[src/rtl/ap_pkg.sv]
// ============================================================================
// ap_pkg: opcodes, FSM state encoding, default bursts and err bit indices
// shared by the AP DMA scheduler.  Revision: 1.0
// ============================================================================
`default_nettype none

package ap_pkg;

  localparam logic [1:0] OP_NOP   = 2'b00;
  localparam logic [1:0] OP_READ  = 2'b01;
  localparam logic [1:0] OP_WRITE = 2'b10;

  typedef enum logic [2:0] {
    IDLE    = 3'd0,
    CMD     = 3'd1,
    RD_XFER = 3'd2,
    WR_XFER = 3'd3,
    DONE    = 3'd4
  } state_t;

  localparam int DEF_RD_BURST = 8;
  localparam int DEF_WR_BURST = 16;

  localparam int ERR_ILLEGAL = 0;
  localparam int ERR_TIMEOUT = 1;

endpackage

`default_nettype wire

[src/rtl/ap_eaq_rr_sel.sv]
// ============================================================================
// ap_eaq_rr_sel: strict EAQ1/EAQ2 alternating selector with pop/data muxing;
// pointer returns to EAQ1 on load.  Revision: 1.0
// ============================================================================
`default_nettype none

module ap_eaq_rr_sel
  import ap_pkg::*;
#(
  parameter int BITLEN = 64
) (
  input  logic              clk,
  input  logic              rst,
  input  logic              load,
  input  logic              en,
  input  logic              eaq1_empty,
  input  logic              eaq2_empty,
  input  logic [BITLEN-1:0] eaq1_dout,
  input  logic [BITLEN-1:0] eaq2_dout,
  output logic              eaq1_rd_en,
  output logic              eaq2_rd_en,
  output logic [BITLEN-1:0] dout,
  output logic              beat
);

  // 0 selects EAQ1, 1 selects EAQ2; the other queue is never popped out of turn
  logic r_sel;
  logic w_sel_empty;

  assign w_sel_empty = r_sel ? eaq2_empty : eaq1_empty;
  assign beat        = en && !w_sel_empty;
  assign eaq1_rd_en  = beat && !r_sel;
  assign eaq2_rd_en  = beat && r_sel;
  assign dout        = beat ? (r_sel ? eaq2_dout : eaq1_dout) : '0;

  always_ff @(posedge clk or posedge rst) begin
    if (rst) begin
      r_sel <= 1'b0;
    end else if (load) begin
      r_sel <= 1'b0;
    end else if (beat) begin
      r_sel <= ~r_sel;
    end
  end

endmodule

`default_nettype wire

[src/rtl/ap_dma_scheduler.sv]
// ============================================================================
// ap_dma_scheduler: pops instructions, issues DMA commands, runs counted READ
// / WRITE bursts. Optional stall timeout: AP_SCHED_TIMEOUT_EN.  Revision: 1.0
// ============================================================================
`default_nettype none

module ap_dma_scheduler
  import ap_pkg::*;
#(
  parameter int ISA         = 2,
  parameter int ADDR        = 32,
  parameter int BITLEN      = 64,
  parameter int RD_BURST    = DEF_RD_BURST,
  parameter int WR_BURST    = DEF_WR_BURST
`ifdef AP_SCHED_TIMEOUT_EN
  ,
  parameter int TIMEOUT_CYC = 1024
`endif
) (
  input  logic                clk,
  input  logic                rst_n,
  input  logic                isa_empty,
  input  logic [ISA+ADDR-1:0] isa_dout,
  output logic                isa_rd_en,
  output logic                cmd_valid,
  input  logic                cmd_ready,
  output logic                cmd_write,
  output logic [ADDR-1:0]     cmd_addr,
  output logic [7:0]          cmd_burst,
  input  logic                dma1_empty,
  input  logic [BITLEN-1:0]   dma1_dout,
  output logic                dma1_rd_en,
  input  logic                aeq_full,
  output logic [BITLEN-1:0]   aeq_din,
  output logic                aeq_wr_en,
  input  logic                eaq1_empty,
  input  logic                eaq2_empty,
  input  logic [BITLEN-1:0]   eaq1_dout,
  input  logic [BITLEN-1:0]   eaq2_dout,
  output logic                eaq1_rd_en,
  output logic                eaq2_rd_en,
  input  logic                dma2_full,
  output logic [BITLEN-1:0]   dma2_din,
  output logic                dma2_wr_en,
  input  logic                err_clr,
  output logic                busy,
  output logic                done,
  output logic [1:0]          err
);

  state_t          state, state_nx;
  logic [ISA-1:0]  w_op;
  logic [ADDR-1:0] w_addr;
  logic            w_pop;
  logic            w_xfer_op;
  logic            w_illegal;
  logic            w_rd_beat;
  logic            w_wr_en;
  logic            w_wr_beat;
  logic            w_last;
  logic            w_timeout;
  logic [7:0]      r_beat;
  logic [1:0]      r_err;

  assign w_op      = isa_dout[ISA+ADDR-1:ADDR];
  assign w_addr    = isa_dout[ADDR-1:0];
  assign w_xfer_op = (w_op == ISA'(OP_READ)) || (w_op == ISA'(OP_WRITE));

  // Every strobe is gated by reset so that asserting it clears all outputs at once
  assign w_pop     = (state == IDLE) && !isa_empty && !rst_n;
  assign w_illegal = w_pop && !w_xfer_op && (w_op != ISA'(OP_NOP));
  assign w_rd_beat = (state == RD_XFER) && !dma1_empty && !aeq_full && !rst_n;
  assign w_wr_en   = (state == WR_XFER) && !dma2_full && !rst_n;
  assign w_last    = (r_beat == cmd_burst - 8'd1);

  assign isa_rd_en  = w_pop;
  assign dma1_rd_en = w_rd_beat;
  assign aeq_wr_en  = w_rd_beat;
  assign aeq_din    = w_rd_beat ? dma1_dout : '0;
  assign dma2_wr_en = w_wr_beat;
  assign busy       = (state != IDLE);
  assign done       = (state == DONE);
  assign err        = r_err;

  ap_eaq_rr_sel #(
    .BITLEN (BITLEN)
  ) u_eaq_sel (
    .clk        (clk),
    .rst        (rst_n),
    .load       (state == CMD),
    .en         (w_wr_en),
    .eaq1_empty (eaq1_empty),
    .eaq2_empty (eaq2_empty),
    .eaq1_dout  (eaq1_dout),
    .eaq2_dout  (eaq2_dout),
    .eaq1_rd_en (eaq1_rd_en),
    .eaq2_rd_en (eaq2_rd_en),
    .dout       (dma2_din),
    .beat       (w_wr_beat)
  );

`ifdef AP_SCHED_TIMEOUT_EN
  localparam int TW = $clog2(TIMEOUT_CYC) + 1;

  logic [TW-1:0] r_stall;
  logic          w_active;
  logic          w_progress;

  assign w_active   = (state == CMD) || (state == RD_XFER) || (state == WR_XFER);
  assign w_progress = ((state == CMD) && cmd_ready) || w_rd_beat || w_wr_beat;
  assign w_timeout  = w_active && !w_progress && (r_stall == TW'(TIMEOUT_CYC - 1));

  always_ff @(posedge clk or posedge rst_n) begin
    if (rst_n) begin
      r_stall <= '0;
    end else if (!w_active || w_progress || (state_nx != state)) begin
      r_stall <= '0;
    end else begin
      r_stall <= r_stall + TW'(1);
    end
  end
`else
  assign w_timeout = 1'b0;
`endif

  always_comb begin
    state_nx = state;
    case (state)
      IDLE:    if (w_pop && w_xfer_op) state_nx = CMD;
      CMD:     if (cmd_ready) state_nx = cmd_write ? WR_XFER : RD_XFER;
      RD_XFER: if (w_rd_beat && w_last) state_nx = DONE;
      WR_XFER: if (w_wr_beat && w_last) state_nx = DONE;
      DONE:    state_nx = IDLE;
      default: state_nx = IDLE;
    endcase
    if (w_timeout) state_nx = DONE;
  end

  always_ff @(posedge clk or posedge rst_n) begin
    if (rst_n) begin
      state     <= IDLE;
      cmd_valid <= 1'b0;
      cmd_write <= 1'b0;
      cmd_addr  <= '0;
      cmd_burst <= '0;
      r_beat    <= '0;
    end else begin
      state     <= state_nx;
      cmd_valid <= (state_nx == CMD);
      if (w_pop) begin
        cmd_write <= w_op[1];
        cmd_addr  <= w_addr;
        cmd_burst <= w_op[1] ? 8'(WR_BURST) : 8'(RD_BURST);
      end
      if (state == CMD) begin
        r_beat <= '0;
      end else if (w_rd_beat || w_wr_beat) begin
        r_beat <= r_beat + 8'd1;
      end
    end
  end

  // A new error event in the same cycle as err_clr keeps the bit set
  always_ff @(posedge clk or posedge rst_n) begin
    if (rst_n) begin
      r_err <= '0;
    end else begin
      if (w_illegal) begin
        r_err[ERR_ILLEGAL] <= 1'b1;
      end else if (err_clr) begin
        r_err[ERR_ILLEGAL] <= 1'b0;
      end
`ifdef AP_SCHED_TIMEOUT_EN
      if (w_timeout) begin
        r_err[ERR_TIMEOUT] <= 1'b1;
      end else if (err_clr) begin
        r_err[ERR_TIMEOUT] <= 1'b0;
      end
`else
      r_err[ERR_TIMEOUT] <= 1'b0;
`endif
    end
  end

endmodule

`default_nettype wire
[config.mk]
export PLATFORM = sky130hd
export DESIGN_NAME = ap_dma_scheduler
export DESIGN_NICKNAME = d
export VERILOG_FILES = /design/src/rtl/ap_pkg.sv /design/src/rtl/ap_eaq_rr_sel.sv /design/src/rtl/ap_dma_scheduler.sv
export SDC_FILE = /design/constraint.sdc
export NUM_CORES = 1
export LEC_CHECK = 0
export ABC_AREA = 1
export CORE_AREA = 2 2 164 166
export CTS_CLUSTER_DIAMETER = 30
export DETAILED_ROUTE_END_ITERATION = 10
export DIE_AREA = 0 0 166 168
export GPL_ROUTABILITY_DRIVEN = 0
export GPL_TIMING_DRIVEN = 0
export PLACE_DENSITY_LB_ADDON = 0.15
export SETUP_SLACK_MARGIN = 0.4
export SYNTH_ARGS = -nofsm -noshare
export SYNTH_HDL_FRONTEND = slang
export SYNTH_SLANG_ARGS = --single-unit
[constraint.sdc]
create_clock -name clk -period 8.15 [get_ports clk]
set_clock_uncertainty 0.1 [all_clocks]
set_input_delay 1.2225 -clock clk [delete_from_list [all_inputs] [get_ports clk]]
set_output_delay 1.2225 -clock clk [all_outputs]
set_load 0.01 [all_outputs]
==> parameters.txt <==
Parameter                              Value

Status
  Outcome ... complete, no violations

Job
  Total of max-cap violations ... 0

Floorplanning
  Starting density of the core ... 13.11%
  Std cell rows ... 60
  Horizontal die dimension ... 166 um
  Die Span Y ... 168 um
  DIE AREA ... 27,890 sq um
  Count of boundary I/O pins ... 416
  Total core area ... 26,350 sq um

Worst setup path
  Register-to-Register Setup Slack ... 6.42 ns
  Critical path class ... in2out
  Startpoint types ... input port
  Setup crit end kind ... primary output
  Worst Path Max Fanout ... 20
  Required time of the worst setup path ... 6.83 ns
  Critical path arrival ... 3.92 ns

Synth
  Synth Warn # ... 0
  Yosys reg bits ... 48
  Synth area leader ... sky130_fd_sc_hd__dfrtp_1
  Syn Std Cell Area ... 3453 sq um
  Leading post-synthesis cells by cell area ... sky130_fd_sc_hd__dfrtp_1 35%, sky130_fd_sc_hd__a22o_1 16%, sky130_fd_sc_hd__nand2_1 14%
  Synthesized instance count ... 493
  Mapped Avg Cell Area ... 7.005 sq um
  Share of the yosys chip area belonging to registers ... 34.78%
  Number of library cell types mapped by synthesis ... 26
  Area fraction of the dominant cell type after synthesis ... 34.78%

Cells and area
  Most common cell after layout, fill and taps aside ... sky130_fd_sc_hd__clkdlybuf4s50_1
  Area delta synth->final ... 136.1%
  Ratio of cells with drive above 1 in the final layout ... 5.137%
  # nets final ... 1,154
  Most frequent cells in the layout ... 408 x sky130_fd_sc_hd__clkdlybuf4s50_1, 128 x sky130_fd_sc_hd__nand2_1, 85 x sky130_fd_sc_hd__inv_1
  Cell area after layout ... 8152 sq um

Drt
  DRC violations left ... 0
  Via count of the routed design ... 4,626
  Antenna-violating nets left ... 0
  Drt total wl ... 21,280 um
  First-pass iteration count of the detailed router ... 4
  Drt via density ... 3.674
  Avg WL per Cell ... 16.90 um
  Drt initial violations ... 124

Timing
  Post-Route Setup TNS ... 0 ns
  Setup violations, final ... 0
  Post-layout min period ... 5.242 ns
  Fin. Hold Viols ... 0
  Slew Viols, Final ... 0
  Share of the clock period used by the worst path after layout ... 64.31%
  Fmax ... 190.8 MHz
  Setup repair after global routing missed its margin ... no

Power and ir drop
  Highest ir drop seen on vdd ... 0.1201 mV
  Power density cells ... 163.6 nW/um^2
  Pwr Total ... 1.333 mW
  P_leak ... 3.683 nW

CTS
  Number of post-CTS setup repair buffers ... 0
  Total clock sinks ... 48
  Clock slew at reported path FFs ... 0.06 ns
  Buffers from clock root to sink, at most ... 2
  Post-cts resize count ... 0
  Clk Tree Root Cell ... sky130_fd_sc_hd__clkbuf_16
  Clk_lat worst skew ... 0.29 ns
  Number of buffers created by CTS ... 5
  H-tree levels ... 2
  Hold buffer count at cts ... 0
  CTS tree ... built

Hold path
  Class of the worst hold path ... reg2reg

Global routing
  Remaining global-route overflow ... 0
  Number of global-route vias before repair ... 4,763
  First-pass GRT wire length ... 31,110 um
  Pin count of the biggest net entering global routing ... 31
  Total Routing Usage GR ... 14.65%
  Initial antenna violation count ... 3

Placement
  Total of buffers placed on input and output ports ... 408
  Instance area at placement ... 8006 sq um
  Detail Placement HPWL ... 18,720 um
## cells in the mapped netlist, drive strengths merged
cell    instances
a21oi           5
a22o           64
buf            27
clkbuf          9
conb            1
dfrtp          48
ha              3
inv            91
nand2         128
nand3          16
nand3b          1
nand4           1
nor2           84
nor3            3
nor4            1
o21ai           7
o21bai          2
o32ai           1
xor2            1
## worst paths after layout
check                                               from                  endpoint  depth (start not counted)
worst max-delay path                               rst_n               aeq_din[38]                          8
worst min-delay path            cmd_addr[15]$_DFFE_PP0P_  cmd_addr[15]$_DFFE_PP0P_                          2
worst max register to register        state[0]$_DFF_PP0_     r_beat[2]$_DFFE_PP0P_                          9
worst min register to register  cmd_addr[15]$_DFFE_PP0P_  cmd_addr[15]$_DFFE_PP0P_                          2
max in group asynchronous                          rst_n  cmd_addr[17]$_DFFE_PP0P_                          3
min in group asynchronous                          rst_n     r_beat[0]$_DFFE_PP0P_                          2
## where the power goes
| group | leakage, nW | total, mW | internal (mW) | switching, mW |
|---|---|---|---|---|
| Clock | 0.0657 | 0.201 | 0.112 | 0.0894 |
| Combinational | 3.01 | 0.713 | 0.399 | 0.314 |
| Sequential | 0.607 | 0.420 | 0.346 | 0.0736 |
| Total | 3.68 | 1.33 | 0.856 | 0.477 |
## sequential cells by signal, summed over array words and instances, names as in the netlist
name and flops:
cmd_addr 32, err 1, cmd_valid 1, cmd_burst 2, r_beat 8, state 3
u_eaq_sel.r_sel 1
## metal layers
layer  global-route usage (%)  up-vias  share of wire, %  routed length [um]
li1                         -     2378                 -                   -
met1                    15.50     2029                37                7948
met2                    27.48      200                52               11140
met3                    5.148       19               8.4                1785
met4                    3.970        0               1.9                 399
met5                        0        -                 0                   0
## stage by stage
| stage | hold WS [ns] | util [%] | setup slack (ns) | instances |
|---|---|---|---|---|
| 2_1_floorplan | 0.3754 | - | 3.642 | 499 |
| 3_3_place_gp | 0.3612 | 30.31 | 1.265 | 1248 |
| 3_5_place_dp | 0.3646 | 30.38 | 2.747 | 1249 |
| 4_1_cts | 0.3828 | 30.91 | 2.730 | 1256 |
| 5_1_grt | 0.4013 | 30.94 | 2.609 | 1259 |
| 6_report | 0.3758 | 30.94 | 2.908 | 1259 |
## critical path, stage by stage
cell and delay (ns):
sky130_fd_sc_hd__clkdlybuf4s50_1 0.50, sky130_fd_sc_hd__inv_2 0.41, sky130_fd_sc_hd__nand2_1 0.17, sky130_fd_sc_hd__nor2_2 0.34, sky130_fd_sc_hd__inv_2 0.18, sky130_fd_sc_hd__clkbuf_1 0.25
sky130_fd_sc_hd__nor2_1 0.25, sky130_fd_sc_hd__clkdlybuf4s50_1 0.58
## cell type report
class	count	area, sq um
antenna	3	7.507
buffer	36	275.3
clock buffer	5	125.1
clock inverter	2	12.51
fill	2832	18200
inverter	91	341.6
multi-input combinational	324	1658
sequential	48	1201
tap	341	426.7
timing repair buffer	409	4104
## kinds of logic after synthesis
kind of cell    synth area share (%)
buf+inv                        17.86
fa+ha+maj                      1.087
compound gates                 18.66
xor+xnor                      0.2537
flops                          34.78
simple gates                   27.25
other cells                   0.1086
Note: power is estimated with default switching activity, not from simulation.
